$ cat src/rtl/alu_pkg.sv
// Shared ALU package: datapath constants and the subtractor stage-1 register layout.
// The sa/sb sign fields exist only when SUB_OVF_FLAG_EN is defined.
package alu_pkg;

  localparam int unsigned DATA_W  = 32;
  localparam int unsigned BLK_W   = 4;
  localparam int unsigned SPLIT_W = 16;

  // Stage-1 pipeline register of borrow_decrement_subtractor
  typedef struct packed {
    logic [SPLIT_W-1:0]        lo_diff;
    logic                      lo_borrow;
    logic [DATA_W-SPLIT_W-1:0] hi_raw;
    logic                      hi_borrow;
`ifdef SUB_OVF_FLAG_EN
    logic                      sa;
    logic                      sb;
`endif
  } sub_s1_t;

endpackage

$ cat src/rtl/sub4_bla.sv
// 4-bit borrow-lookahead subtractor: d = x - y - bi, bo = borrow out.
// A bit generates a borrow when x=0,y=1 and propagates the incoming one when x==y.
module sub4_bla
  import alu_pkg::*;
(
  input  logic [BLK_W-1:0] x,
  input  logic [BLK_W-1:0] y,
  input  logic             bi,
  output logic [BLK_W-1:0] d,
  output logic             bo
);

  logic [BLK_W-1:0] g;
  logic [BLK_W-1:0] p;
  logic [BLK_W-1:0] b;

  // Generate/propagate terms, flattened lookahead borrows and difference bits
  always_comb begin
    g    = ~x & y;
    p    = ~(x ^ y);
    b[0] = bi;
    b[1] = g[0] | (p[0] & bi);
    b[2] = g[1] | (p[1] & g[0]) | (p[1] & p[0] & bi);
    b[3] = g[2] | (p[2] & g[1]) | (p[2] & p[1] & g[0]) | (p[2] & p[1] & p[0] & bi);
    bo   = g[3] | (p[3] & g[2]) | (p[3] & p[2] & g[1]) | (p[3] & p[2] & p[1] & g[0])
         | (p[3] & p[2] & p[1] & p[0] & bi);
    d    = x ^ y ^ b;
  end

endmodule

$ cat src/rtl/borrow_decrement_subtractor.sv
// Two-stage pipelined unsigned subtractor, diff = a - b - bin, behind valid/ready.
// Stage 1: lower half borrows from bin, upper half assumes borrow-in 0.
// Stage 2: a per-bit decrement chain folds the lower borrow into the upper half.
// Optional macro SUB_OVF_FLAG_EN adds the signed-overflow output ovf.
module borrow_decrement_subtractor
  import alu_pkg::*;
#(
  parameter int unsigned WIDTH = DATA_W,
  parameter int unsigned SPLIT = SPLIT_W
) (
  input  logic             clk,
  input  logic             rst,
  input  logic             in_valid,
  output logic             in_ready,
  input  logic [WIDTH-1:0] a,
  input  logic [WIDTH-1:0] b,
  input  logic             bin,
  output logic             out_valid,
  input  logic             out_ready,
  output logic [WIDTH-1:0] diff,
  output logic             bout
`ifdef SUB_OVF_FLAG_EN
  ,
  output logic             ovf
`endif
);

  localparam int unsigned NB   = WIDTH / BLK_W;
  localparam int unsigned LO_B = SPLIT / BLK_W;
  localparam int unsigned HI_W = WIDTH - SPLIT;

  // The stage-1 struct is laid out for the package widths
  if (WIDTH != DATA_W || SPLIT != SPLIT_W || (WIDTH % BLK_W) != 0 || (SPLIT % BLK_W) != 0)
  begin : g_bad_cfg
    $error("borrow_decrement_subtractor: WIDTH/SPLIT do not match alu_pkg::sub_s1_t");
  end

  logic [NB-1:0]    blk_bi;
  logic [NB-1:0]    blk_bo;
  logic [WIDTH-1:0] raw;

  for (genvar k = 0; k < NB; k++) begin : g_blk
    if (k == 0) begin : g_first
      assign blk_bi[k] = bin;
    end else if (k == LO_B) begin : g_hi_first
      assign blk_bi[k] = 1'b0;  // upper half starts fresh; corrected in stage 2
    end else begin : g_chain
      assign blk_bi[k] = blk_bo[k-1];
    end
    sub4_bla u_blk (
      .x  (a[k*BLK_W +: BLK_W]),
      .y  (b[k*BLK_W +: BLK_W]),
      .bi (blk_bi[k]),
      .d  (raw[k*BLK_W +: BLK_W]),
      .bo (blk_bo[k])
    );
  end

  sub_s1_t          s1_q, s1_d;
  logic             s1_valid_q, s1_valid_d;
  logic             s2_valid_q, s2_valid_d;
  logic [WIDTH-1:0] diff_q, diff_d;
  logic             bout_q, bout_d;
  logic             ovf_q, ovf_d;
  logic             s2_ready;

  assign s2_ready = !s2_valid_q | out_ready;
  assign in_ready = !s1_valid_q | s2_ready;

  // Stage-1 next state: capture both half-chains on accept
  always_comb begin
    s1_valid_d = s1_valid_q;
    s1_d       = s1_q;
    if (in_ready) begin
      s1_valid_d = in_valid;
      if (in_valid) begin
        s1_d.lo_diff   = raw[SPLIT-1:0];
        s1_d.lo_borrow = blk_bo[LO_B-1];
        s1_d.hi_raw    = raw[WIDTH-1:SPLIT];
        s1_d.hi_borrow = blk_bo[NB-1];
`ifdef SUB_OVF_FLAG_EN
        s1_d.sa        = a[WIDTH-1];
        s1_d.sb        = b[WIDTH-1];
`endif
      end
    end
  end

  // Decrement chain: hi = hi_raw - lo_borrow; the final borrow is lo_borrow & (hi_raw == 0)
  logic [HI_W:0]   dec_b;
  logic [HI_W-1:0] hi_fix;

  assign dec_b[0] = s1_q.lo_borrow;
  for (genvar i = 0; i < HI_W; i++) begin : g_dec
    assign hi_fix[i]  = s1_q.hi_raw[i] ^ dec_b[i];
    assign dec_b[i+1] = ~s1_q.hi_raw[i] & dec_b[i];
  end

  // Stage-2 next state: result registers advance only when the consumer side has room
  always_comb begin
    s2_valid_d = s2_valid_q;
    diff_d     = diff_q;
    bout_d     = bout_q;
    ovf_d      = ovf_q;
    if (s2_ready) begin
      s2_valid_d = s1_valid_q;
      if (s1_valid_q) begin
        diff_d = {hi_fix, s1_q.lo_diff};
        bout_d = s1_q.hi_borrow | dec_b[HI_W];
`ifdef SUB_OVF_FLAG_EN
        ovf_d  = (s1_q.sa ^ s1_q.sb) & (hi_fix[HI_W-1] ^ s1_q.sa);
`else
        ovf_d  = 1'b0;
`endif
      end
    end
  end

  // Pipeline registers with synchronous flush
  always_ff @(posedge clk) begin
    if (rst) begin
      s1_valid_q <= 1'b0;
      s1_q       <= '0;
      s2_valid_q <= 1'b0;
      diff_q     <= '0;
      bout_q     <= 1'b0;
      ovf_q      <= 1'b0;
    end else begin
      s1_valid_q <= s1_valid_d;
      s1_q       <= s1_d;
      s2_valid_q <= s2_valid_d;
      diff_q     <= diff_d;
      bout_q     <= bout_d;
      ovf_q      <= ovf_d;
    end
  end

  assign out_valid = s2_valid_q;
  assign diff      = diff_q;
  assign bout      = bout_q;
`ifdef SUB_OVF_FLAG_EN
  assign ovf       = ovf_q;
`else
  logic unused_ovf;
  assign unused_ovf = ovf_q;
`endif

endmodule

$ cat config.mk
export PLATFORM = sky130hd
export DESIGN_NAME = borrow_decrement_subtractor
export DESIGN_NICKNAME = d
export VERILOG_FILES = /design/src/rtl/alu_pkg.sv /design/src/rtl/sub4_bla.sv /design/src/rtl/borrow_decrement_subtractor.sv
export SDC_FILE = /design/constraint.sdc
export NUM_CORES = 1
export LEC_CHECK = 0
export BUFFER_PORTS_ARGS = -buffer_cell sky130_fd_sc_hd__buf_2
export CAP_MARGIN = 5
export CELL_PAD_IN_SITES_DETAIL_PLACEMENT = 0
export CELL_PAD_IN_SITES_GLOBAL_PLACEMENT = 1
export CORE_MARGIN = 3
export CORE_UTILIZATION = 37
export CTS_BUF_LIST = sky130_fd_sc_hd__clkbuf_8 sky130_fd_sc_hd__clkbuf_16
export DETAILED_ROUTE_END_ITERATION = 12
export PLACE_DENSITY = 0.78
export SLEW_MARGIN = 20
export SYNTH_ARGS = -nofsm -noshare
export SYNTH_HDL_FRONTEND = slang
export SYNTH_HIERARCHICAL = 1
export SYNTH_SLANG_ARGS = --single-unit
$ cat constraint.sdc
create_clock -name clk -period 3.5 [get_ports clk]
set_clock_uncertainty 0.1 [all_clocks]
set_input_delay 0.35 -clock clk [delete_from_list [all_inputs] [get_ports clk]]
set_output_delay 0.35 -clock clk [all_outputs]
set_load 0.05 [all_outputs]
==> out/results.tsv, run 1 <==
stage	metric	value	unit
status	status	completed	
drt	ant_nets	0	
power	power_density	415	nW/um^2
sta	rsz0062_at_grt	no	
global_route	busiest_layer	met2	
worst_hold_path	hold_start	s1_q[26]	
flow_run	maxCapViolations	0	
sta	slew_headroom	29.5	%
cts	cts.clk_slew.worst_paths	60	ps
setup_path	start_kind	flop	
global_route	gr-usage-met1	20.3	%
drt	drc	0	
cts	cts-htree-levels	3	
global_route	grt.overflow.total	0	
setup_path	cp.arrival	3540	ps
setup_path	path_max_fanout	2	
cells_and_area	register_area	1380	um^2
setup_path	reg2regPathDepth	18	
logic_synthesis	synth_top_area_share	29.4	%
worst_hold_path	holdPathStages	2	
floorplanning	dieArea	14100	um^2
floorplanning	num_rows	40	
power	power	2.34	mW
floorplanning	boundaryPins	104	
sta	min_period	3390	ps
power	ir_worst_vdd	0.187	mV
drt	wl_per_cell	13.5	um
cts	cts_made_buffers	9	
cells_and_area	multi_input_area	2940	um^2
cts	clock_latency	330	ps
drt	drt_iter0_markers	130	
sta	maxSlewViolCount	0	
logic_synthesis	synth_fa_ha_area_share	18.3	%
placed_design	port_buffers	103	
placed_design	gp_congestion	0.784	
setup_path	reg2reg_to	diff[31]	
logic_synthesis	yosysUniqueCellTypes	32	
cts	cts_buffer_depth	2	
sta	fmax	295	MHz
global_route	grt_max_degree	53	
logic_synthesis	syn-mean-instance-area	8.85	um^2
logic_synthesis	synth.area.top_cells	dfxtp_1 (29%), ha_1 (15%), a21oi_1 (6.3%)	
global_route	grt_pass1_vias	3827	
worst_hold_path	min_to	s1_q[26]	
floorplanning	start_util	38.4	%
worst_hold_path	hp-class	reg -> reg	
logic_synthesis	yosysSeqAreaShare	29.4	%
logic_synthesis	yosys.area.top_type	dfxtp_1	
logic_synthesis	netlist_area	4690	um^2
sta	worst_slew_pin_slew	1050	ps
cells_and_area	final_layout_size_suffix_gt1_share	28.1	%
floorplanning	core_area	12200	um^2
sta	post-route-period-util	96.8	%
cts	cts_tree	done	
floorplanning	die_height	119	um
setup_path	cp-end-kind	flop	
cells_and_area	nNetsFinal	751	
logic_synthesis	postSynthCellCount	530	
logic_synthesis	ys_seq_elements	69	
global_route	grt_pass1_wl	18.2	mm
drt	vias	3923	
logic_synthesis	synth_compound_area_share	24.2	%
floorplanning	die_w	119	um
cells_and_area	nFillCells	1227	
drt	drt_pre_antenna_iters	4	
logic_synthesis	synth_top_family_by_area	compound AO/OA/AOI/OAI gates	
setup_path	crit_required	3650	ps
logic_synthesis	yosys.area_share.simple	9.97	%
setup_path	rr_startpoint	s1_q[1]	
power	leakage	2.69	nW
global_route	grt_util_all_layers	15.4	%
sta	hold_ws	357	ps
logic_synthesis	ys_warn_count	6	
cts	cts_sinks	69	
cts	cts_root_buf	clkbuf_16	
global_route	grt_util_met2	24.9	%
setup_path	worst-setup-path-type	reg -> reg	
drt	via_per_inst	4.96	
sta	final-setup-viol-count	0	
global_route	antenna_found_initial	0	
logic_synthesis	synth-xor-area-share	2.99	%
setup_path	ff2ff_setup_slack	110	ps
logic_synthesis	muxShareOfSynthArea	3.84	%
placed_design	dp_hpwl	7.72	mm
sta	tns	0	ps
cts	hold_buffers	0	
cells_and_area	diodes	0	
cells_and_area	syn_to_final_growth	20.3	%
sta	hold_viol_final	0	
global_route	met3_usage	4.11	%
drt	drt-total-wl	10.7	mm
==> flip-flops by register name (all words and copies together), names as in the netlist <==
register and flops:
s1_q 33, diff 32, bout 1, dec_b 1, out_valid 1, s1_valid_q 1
==> through the flow <==
| stage | cell area [um^2] | utilization [%] | setup slack [ps] | instances |
|---|---|---|---|---|
| global placement | 5240 | 42.9 | -110 | 775 |
| floorplan | 4710 | - | 7.90 | 532 |
| detailed placement | 5240 | 42.9 | -178 | 775 |
| CTS | 5600 | 45.8 | 3.87 | 791 |
| global route | 5650 | 46.2 | 8.17 | 791 |
| finish | 5650 | 46.2 | 111 | 791 |
==> worst max-delay path, stage by stage (launching register included) <==
cell      delay (ps)
dfxtp_2          310
inv_1             50
ha_2             180
ha_1             180
ha_2             170
ha_2             170
ha_2             170
ha_2             160
ha_2             180
ha_4             160
ha_4             150
ha_4             150
ha_4             150
ha_4             160
ha_4             160
ha_4             160
ha_4             160
ha_4             210
a211oi_2         190
==> area by class of cell <==
| cell class | count | area share [%] |
|---|---|---|
| Sequential cell | 69 | 24.5 |
| Clock inverter | 7 | 0.931 |
| Timing Repair Buffer | 108 | 9.80 |
| Tap cell | 168 | 3.72 |
| Clock buffer | 9 | 3.99 |
| Inverter | 74 | 4.92 |
| Multi-Input combinational cell | 356 | 52.1 |
==> what timing repair did <==
item | 4_1_cts | 5_1_grt
pin swaps | 0 | 0
endpoints found under the setup margin | 2 | 3
resized for setup | 11 | 11
buffers inserted | 0 | 0
==> cell usage in the layout (no fill, tap or decap), drive strengths merged, types with 17 or more instances in the layout <==
cell type	instances
a211oi	17
a21oi	59
buf	108
dfxtp	69
ha	56
inv	74
mux2i	18
nand2	37
nand3	24
o21ai	24
==> layer usage <==
| metal | vias up | wire length, um |
|---|---|---|
| li1 | 2023 | - |
| met2 | 83 | 5000 |
| met1 | 1810 | 5080 |
| met3 | 7 | 518 |
| met4 | 0 | 81 |
| met5 | - | 0 |
==> worst max path at each step <==
stage | from | end | slack, ps | cells after the start
after floorplan | s1_q[1] | diff[31] | 8 | 18
after global placement | s1_q[1] | diff[31] | -110 | 18
after detailed placement | s1_q[1] | diff[31] | -180 | 18
after CTS | s1_q[1] | diff[31] | 4 | 18
after global routing | s1_q[1] | diff[31] | 8 | 18
final | s1_q[1] | diff[31] | 110 | 18
==> Yosys cell counts, drive strengths merged <==
| cell type | n |
|---|---|
| a211o | 8 |
| a211oi | 17 |
| a21boi | 1 |
| a21o | 16 |
| a21oi | 59 |
| buf | 24 |
| clkbuf | 9 |
| conb | 1 |
| dfxtp | 69 |
| fa | 8 |
| ha | 56 |
| inv | 74 |
| mux2i | 18 |
| nand2 | 37 |
| nand2b | 1 |
| nand3 | 24 |
| nand3b | 8 |
| nor2 | 11 |
| nor2b | 1 |
| nor3 | 16 |
| o2111ai | 16 |
| o21ai | 24 |
| o31ai | 16 |
| xor2 | 16 |
==> power breakdown <==
part	switching [mW]	total, mW	internal [mW]
combinational	0.383	0.631	0.249
sequential	0.0317	0.884	0.853
clock	0.348	0.829	0.481
==> logic make-up (layout without fill, tap and decap cells) <==
kind of cell | count (synthesis) | count (layout)
AOI/OAI and AO/OA | 157 | 157
xor gates and xnor gates | 16 | 16
adders and majority gates | 64 | 64
buffers and inverters | 107 | 198
DFF | 69 | 69
muxes | 18 | 18
other | 1 | 3
and+or+nand+nor | 98 | 98
Note: power is estimated with default switching activity, not from simulation.
==> run 2, diff against run 1 <==
--- a/config.mk
+++ b/config.mk
@@ -10,10 +10,10 @@
 export CELL_PAD_IN_SITES_DETAIL_PLACEMENT = 0
 export CELL_PAD_IN_SITES_GLOBAL_PLACEMENT = 1
 export CORE_MARGIN = 3
-export CORE_UTILIZATION = 37
-export CTS_BUF_LIST = sky130_fd_sc_hd__clkbuf_8 sky130_fd_sc_hd__clkbuf_16
+export CORE_UTILIZATION = 38
+export CTS_BUF_LIST = sky130_fd_sc_hd__clkbuf_4 sky130_fd_sc_hd__clkbuf_8
 export DETAILED_ROUTE_END_ITERATION = 12
-export PLACE_DENSITY = 0.78
+export PLACE_DENSITY = 0.8
 export SLEW_MARGIN = 20
 export SYNTH_ARGS = -nofsm -noshare
 export SYNTH_HDL_FRONTEND = slang
==> out/results.tsv, run 2 (synthesized netlist as in run 1, its figures left out) <==
stage	metric	value	unit	change
drt	via_per_inst	4.97		+0.15%
worst_hold_path	holdPathStages	2		unchanged
power	pwr-share-clk	36.5	%	+1.2 points
sta	fmax	293	MHz	-0.75%
drt	drt-total-wl	10.4	mm	-3.0%
worst_hold_path	hold_start	s1_q[33]		
sta	min_period	3410	ps	+25.6 ps
cts	cts_sinks	69		unchanged
drt	drt_pre_antenna_iters	4		unchanged
sta	rsz0062_at_grt	no		
cells_and_area	multi_input_area	2920	um^2	-0.72%
cells_and_area	final_util	47.7	%	+1.4 points
cells_and_area	mostFrequentLayoutCells	buf_2 (103), inv_1 (72), dfxtp_1 (69), a21oi_1 (59), ha_1 (44)		
setup_path	rr_startpoint	s1_q[1]		
cts	cts-htree-levels	3		unchanged
cts	cts_tree	done		
power	intPower	1.66	mW	+4.9%
flow_run	maxCapViolations	0		unchanged
cells_and_area	syn_to_final_growth	19.4	%	
floorplanning	num_rows	39		-2.5%
placed_design	port_buffers	103		unchanged
cts	cts_buffer_depth	2		unchanged
floorplanning	start_util	39.9	%	+1.5 points
setup_path	path_max_fanout	2		unchanged
cells_and_area	layout_commonest_cell	buf_2		
worst_hold_path	hp-class	reg -> reg		
drt	drc	0		unchanged
placed_design	dp_cells	770		-0.65%
worst_hold_path	min_to	s1_q[33]		
global_route	grt_util_all_layers	15.6	%	+0.23 points
drt	vias	3904		-0.48%
cells_and_area	top_register	s1_q		
floorplanning	boundaryPins	104		unchanged
cells_and_area	fin_cells	786		-0.63%
global_route	grt_max_degree	53		unchanged
setup_path	cp.arrival	3510	ps	-30 ps
cells_and_area	largest_reg_flops	33		unchanged
power	p_seq_share	37.3	%	-0.4 points
setup_path	reg2reg_to	bout		
sta	post-route-period-util	97.6	%	+0.73 points
global_route	antenna_found_initial	0		unchanged
setup_path	reg2regPathDepth	19		+1
setup_path	ff2ff_setup_slack	90	ps	-30 ps
cts	clock_latency	340	ps	about the same
setup_path	cp-end-kind	flop		
drt	drt_iter0_markers	126		-3.1%
placed_design	pre_cts_ws	-165	ps	+13.4 ps
power	netSwitchingPower	0.709	mW	-7.0%
power	p_comb_share	26.2	%	-0.7 points
setup_path	worst-setup-path-type	reg -> reg		
cts	hold_buffers	0		unchanged
power	leakage	2.69	nW	about the same
floorplanning	die_height	117	um	-1.3%
cts	cts_setup_buffers	0		unchanged
global_route	grt.overflow.total	0		unchanged
global_route	grt_pass1_vias	3877		+1.3%
sta	hold_viol_final	0		unchanged
cts	cts_made_buffers	9		unchanged
power	power_density	423	nW/um^2	+1.8%
placed_design	gp_congestion	0.779		-0.69%
power	ir_worst_vdd	0.226	mV	+21%
status	status	completed		
sta	worst_slew_pin_slew	985	ps	-69.3 ps
cts	cts_root_buf	clkbuf_8		
cells_and_area	nFillCells	1151		-6.2%
floorplanning	die_w	117	um	-1.3%
setup_path	start_kind	flop		
floorplanning	core_area	11800	um^2	-3.7%
power	switching_share	29.9	%	-2.6 points
sta	maxSlewViolCount	0		unchanged
drt	ant_nets	0		unchanged
cts	cts.clk_slew.worst_paths	70	ps	about the same
cells_and_area	register_area	1380	um^2	about the same
cells_and_area	diodes	0		unchanged
global_route	grt_pass1_wl	17.2	mm	-5.1%
sta	slew_headroom	34.3	%	+4.8 points
setup_path	cp-startpoint	s1_q[1]		
sta	final-setup-viol-count	0		unchanged
floorplanning	dieArea	13700	um^2	-2.5%
drt	wl_per_cell	13.2	um	-2.3%
cells_and_area	final_layout_size_suffix_gt1_share	27.2	%	-0.92 points
placed_design	dp_hpwl	7.61	mm	-1.4%
setup_path	crit_required	3600	ps	-50 ps
sta	setup_slack	85.7	ps	-25.6 ps
cells_and_area	nNetsFinal	750		-0.13%
-- run 2: worst max-delay path by stage --
stage	end	slack, ps	cells after the start
floorplan	diff[31]	8	18
global placement	diff[31]	-100	18
detailed placement	diff[31]	-160	18
CTS	diff[31]	7	18
global route	diff[31]	3	18
finish	bout	90	19
-- run 2: cell type report --
cell class | instances | area share (%)
well taps | 164 | 3.66
clock inverters | 6 | 2.39
repair buffers | 107 | 9.73
inverters | 74 | 4.96
multi-input cells | 356 | 52.2
flip-flops and latches | 69 | 24.6
clock buffers | 10 | 2.46
-- run 2: metrics by stage --
step	TNS [ps]	hold slack [ps]	area, um^2	power [mW]
floorplan	0	335	4710	1.36
detailed placement	-334	349	5230	1.51
CTS	0	356	5580	2.39
global placement	-142	343	5230	1.49
global route	0	378	5600	2.50
finish	0	359	5600	2.37
-- run 2: power groups by stage --
stage	sequential (mW)	combinational [mW]	clock, mW
global route	0.891	0.701	0.909
global placement	0.901	0.589	0
CTS	0.884	0.620	0.883
detailed placement	0.902	0.604	0
floorplan	0.967	0.396	0
finish	0.883	0.620	0.865
-- run 2: what timing repair did --
item	in CTS	in global routing
pin swaps	0	1
hold endpoints to repair	0	0
gates cloned	0	0
resized for setup	11	5
setup endpoints to repair	2	2
-- run 2: worst max-delay path, stage by stage (launching register included) --
cell,delay [ps]
dfxtp_1,310
inv_1,50
ha_1,190
ha_1,190
ha_2,170
ha_2,160
ha_1,170
ha_2,170
ha_1,180
ha_2,190
ha_4,160
ha_4,160
ha_4,150
ha_4,150
ha_4,150
ha_4,150
ha_4,150
ha_4,150
nor2_2,100
a211oi_2,70
-- run 2: layer usage --
metal	share of wire (%)	up-vias	global-route usage, %
li1	-	2017	-
met4	1.2	0	4.74
met3	5.5	12	3.08
met1	47	1782	20.1
met5	0	-	0
met2	46	93	26.5
==> run 3, diff against run 2 <==
--- a/config.mk
+++ b/config.mk
@@ -10,10 +10,10 @@
 export CELL_PAD_IN_SITES_DETAIL_PLACEMENT = 0
 export CELL_PAD_IN_SITES_GLOBAL_PLACEMENT = 1
 export CORE_MARGIN = 3
-export CORE_UTILIZATION = 38
+export CORE_UTILIZATION = 35
 export CTS_BUF_LIST = sky130_fd_sc_hd__clkbuf_4 sky130_fd_sc_hd__clkbuf_8
 export DETAILED_ROUTE_END_ITERATION = 12
-export PLACE_DENSITY = 0.8
+export PLACE_DENSITY = 0.74
 export SLEW_MARGIN = 20
 export SYNTH_ARGS = -nofsm -noshare
 export SYNTH_HDL_FRONTEND = slang
==> out/results.tsv, run 3 (synthesized netlist as in run 1, its figures left out) <==
stage	metric	value	unit	change
global_route	antenna_found_initial	0		unchanged
floorplanning	boundaryPins	104		unchanged
drt	highest_layer	met4		
floorplanning	core_area	12900	um^2	+9.5%
floorplanning	dieArea	14800	um^2	+8.1%
setup_path	ff2ff_setup_slack	100	ps	about the same
flow_run	maxCapViolations	0		unchanged
placed_design	dp_hpwl	7.94	mm	+4.3%
global_route	grt_max_degree	53		unchanged
drt	drt-met1-wl	4.90	mm	about the same
cts	cts_root_buf	clkbuf_8		
setup_path	reg2reg_to	diff[31]		
setup_path	rr_startpoint	s1_q[1]		
setup_path	path_max_fanout	2		unchanged
global_route	grt_util_all_layers	14.8	%	-0.86 points
cts	cts_tree	done		
sta	slew_headroom	32.7	%	-1.6 points
drt	drt_pre_antenna_iters	4		unchanged
cts	cts_sinks	69		unchanged
cells_and_area	design_area	5560	um^2	-0.74%
sta	tns	0	ps	unchanged
global_route	grt_pass1_vias	3920		+1.1%
drt	vias	3954		+1.3%
global_route	grt.overflow.total	0		unchanged
status	status	completed		
drt	via_per_inst	4.98		+0.26%
setup_path	cp.arrival	3570	ps	+60 ps
sta	min_period	3400	ps	-10.9 ps
sta	fmax	294	MHz	+0.32%
cts	hold_buffers	0		unchanged
power	power_density	393	nW/um^2	-7.1%
placed_design	pre_cts_ws	-177	ps	-12.1 ps
drt	drt-total-wl	10.8	mm	+4.3%
power	ir_worst_vdd	0.156	mV	-31%
drt	wl_per_cell	13.6	um	+3.3%
placed_design	dpl_cell_area	5240	um^2	+0.19%
setup_path	reg2regPathDepth	18		-1
sta	setup_slack	96.6	ps	+10.9 ps
worst_hold_path	hp-class	in -> reg		
setup_path	cp-end-kind	flop		
worst_hold_path	min_to	s1_valid_q		
cells_and_area	largest_reg_flops	33		unchanged
drt	drt_iter0_markers	142		+13%
cells_and_area	final_util	43.2	%	-4.5 points
setup_path	worst-setup-path-type	reg -> reg		
sta	worst_slew_pin_slew	1010	ps	+24.4 ps
sta	post-route-period-util	97.2	%	-0.31 points
floorplanning	die_height	122	um	+4.0%
cells_and_area	mostFrequentLayoutCells	buf_2 (103), inv_1 (72), dfxtp_1 (69), a21oi_1 (59), ha_1 (44)		
floorplanning	num_rows	41		+5.1%
cells_and_area	final_layout_size_suffix_gt1_share	27.2	%	unchanged
worst_hold_path	holdPathStages	4		+2
cells_and_area	syn_to_final_growth	18.6	%	
cells_and_area	top_register	s1_q		
power	leakage	2.65	nW	-1.2%
floorplanning	start_util	36.4	%	-3.5 points
placed_design	port_buffers	103		unchanged
sta	maxSlewViolCount	0		unchanged
placed_design	gp_congestion	0.773		-0.73%
cts	cts_buffer_depth	2		unchanged
cells_and_area	layout_commonest_cell	buf_2		
drt	wl_met2	5.16	mm	+8.3%
sta	final-setup-viol-count	0		unchanged
drt	drc	0		unchanged
cells_and_area	diodes	0		unchanged
cells_and_area	nFillCells	1312		+14%
cells_and_area	multi_input_area	2930	um^2	+0.34%
setup_path	start_kind	flop		
cts	cts.clk_slew.worst_paths	80	ps	about the same
global_route	grt_pass1_wl	18.0	mm	+4.2%
cts	cts_made_buffers	9		unchanged
cts	clock_latency	340	ps	about the same
cells_and_area	nNetsFinal	750		unchanged
floorplanning	die_w	122	um	+4.0%
setup_path	crit_required	3670	ps	+70 ps
drt	ant_nets	0		unchanged
worst_hold_path	hold_start	out_ready		
cts	cts-htree-levels	3		unchanged
sta	hold_viol_final	0		unchanged
drt	dr_wl_met3	698	um	+23%
cells_and_area	register_area	1380	um^2	unchanged
cts	cts_setup_buffers	0		unchanged
run 3: changes by cell type in the layout (fill, tap and decap cells not counted), sizes merged:
| cell | previous run | this run |
|---|---|---|
| bufinv | 4 | 1 |
| clkbuf | 10 | 11 |
| clkinvlp | 0 | 2 |
run 3: report_power, final:
part | internal [mW] | total, mW | leakage, nW | switching (mW)
clock | 0.368 | 0.677 | 0.102 | 0.309
sequential | 0.851 | 0.885 | 0.567 | 0.0341
combinational | 0.244 | 0.623 | 1.99 | 0.379
total | 1.46 | 2.19 | 2.65 | 0.722
run 3: worst max-delay path by stage:
| stage | start | end |
|---|---|---|
| finish | s1_q[1] | diff[31] |
| global route | s1_q[1] | diff[31] |
| CTS | s1_q[1] | diff[31] |
| detailed placement | s1_q[1] | diff[31] |
| global placement | s1_q[1] | diff[31] |
| floorplan | s1_q[1] | diff[31] |
run 3: layout make-up:
class | count | area share, %
well taps | 172 | 3.87
flip-flops and latches | 69 | 24.8
repair buffers | 107 | 9.81
multi-input cells | 356 | 52.7
clock inverters | 5 | 1.06
clock buffers | 11 | 2.72
inverters | 74 | 4.99
run 3: what timing repair did:
item / in CTS / in global routing
pin swaps: 0 / 1
setup endpoints to repair: 2 / 2
endpoints found under the hold margin: 0 / 0
gates resized for setup: 11 / 6
run 3: per-stage QoR:
step / hold slack (ps) / cells / total power [mW]
after global routing: 374 / 794 / 2.32
after detailed placement: 349 / 778 / 1.51
after global placement: 346 / 778 / 1.49
after CTS: 343 / 794 / 2.20
final: 357 / 794 / 2.19
after floorplan: 335 / 532 / 1.36
run 3: layer usage:
metal | up-vias | GRT usage [%]
li1 | 2021 | -
met1 | 1834 | 18.9
met2 | 95 | 25.1
met3 | 4 | 4.04
met4 | 0 | 2.80
met5 | - | 0
run 3: worst max-delay path: stages (launching register included):
cell and delay [ps]:
dfxtp_1 310, inv_1 50, ha_2 180, ha_1 170
ha_1 180, ha_2 170, ha_1 180, ha_1 180
ha_2 190, ha_4 160, ha_4 150, ha_4 150
ha_4 150, ha_4 160, ha_4 150, ha_4 150
ha_4 150, ha_4 200, a211oi_2 160
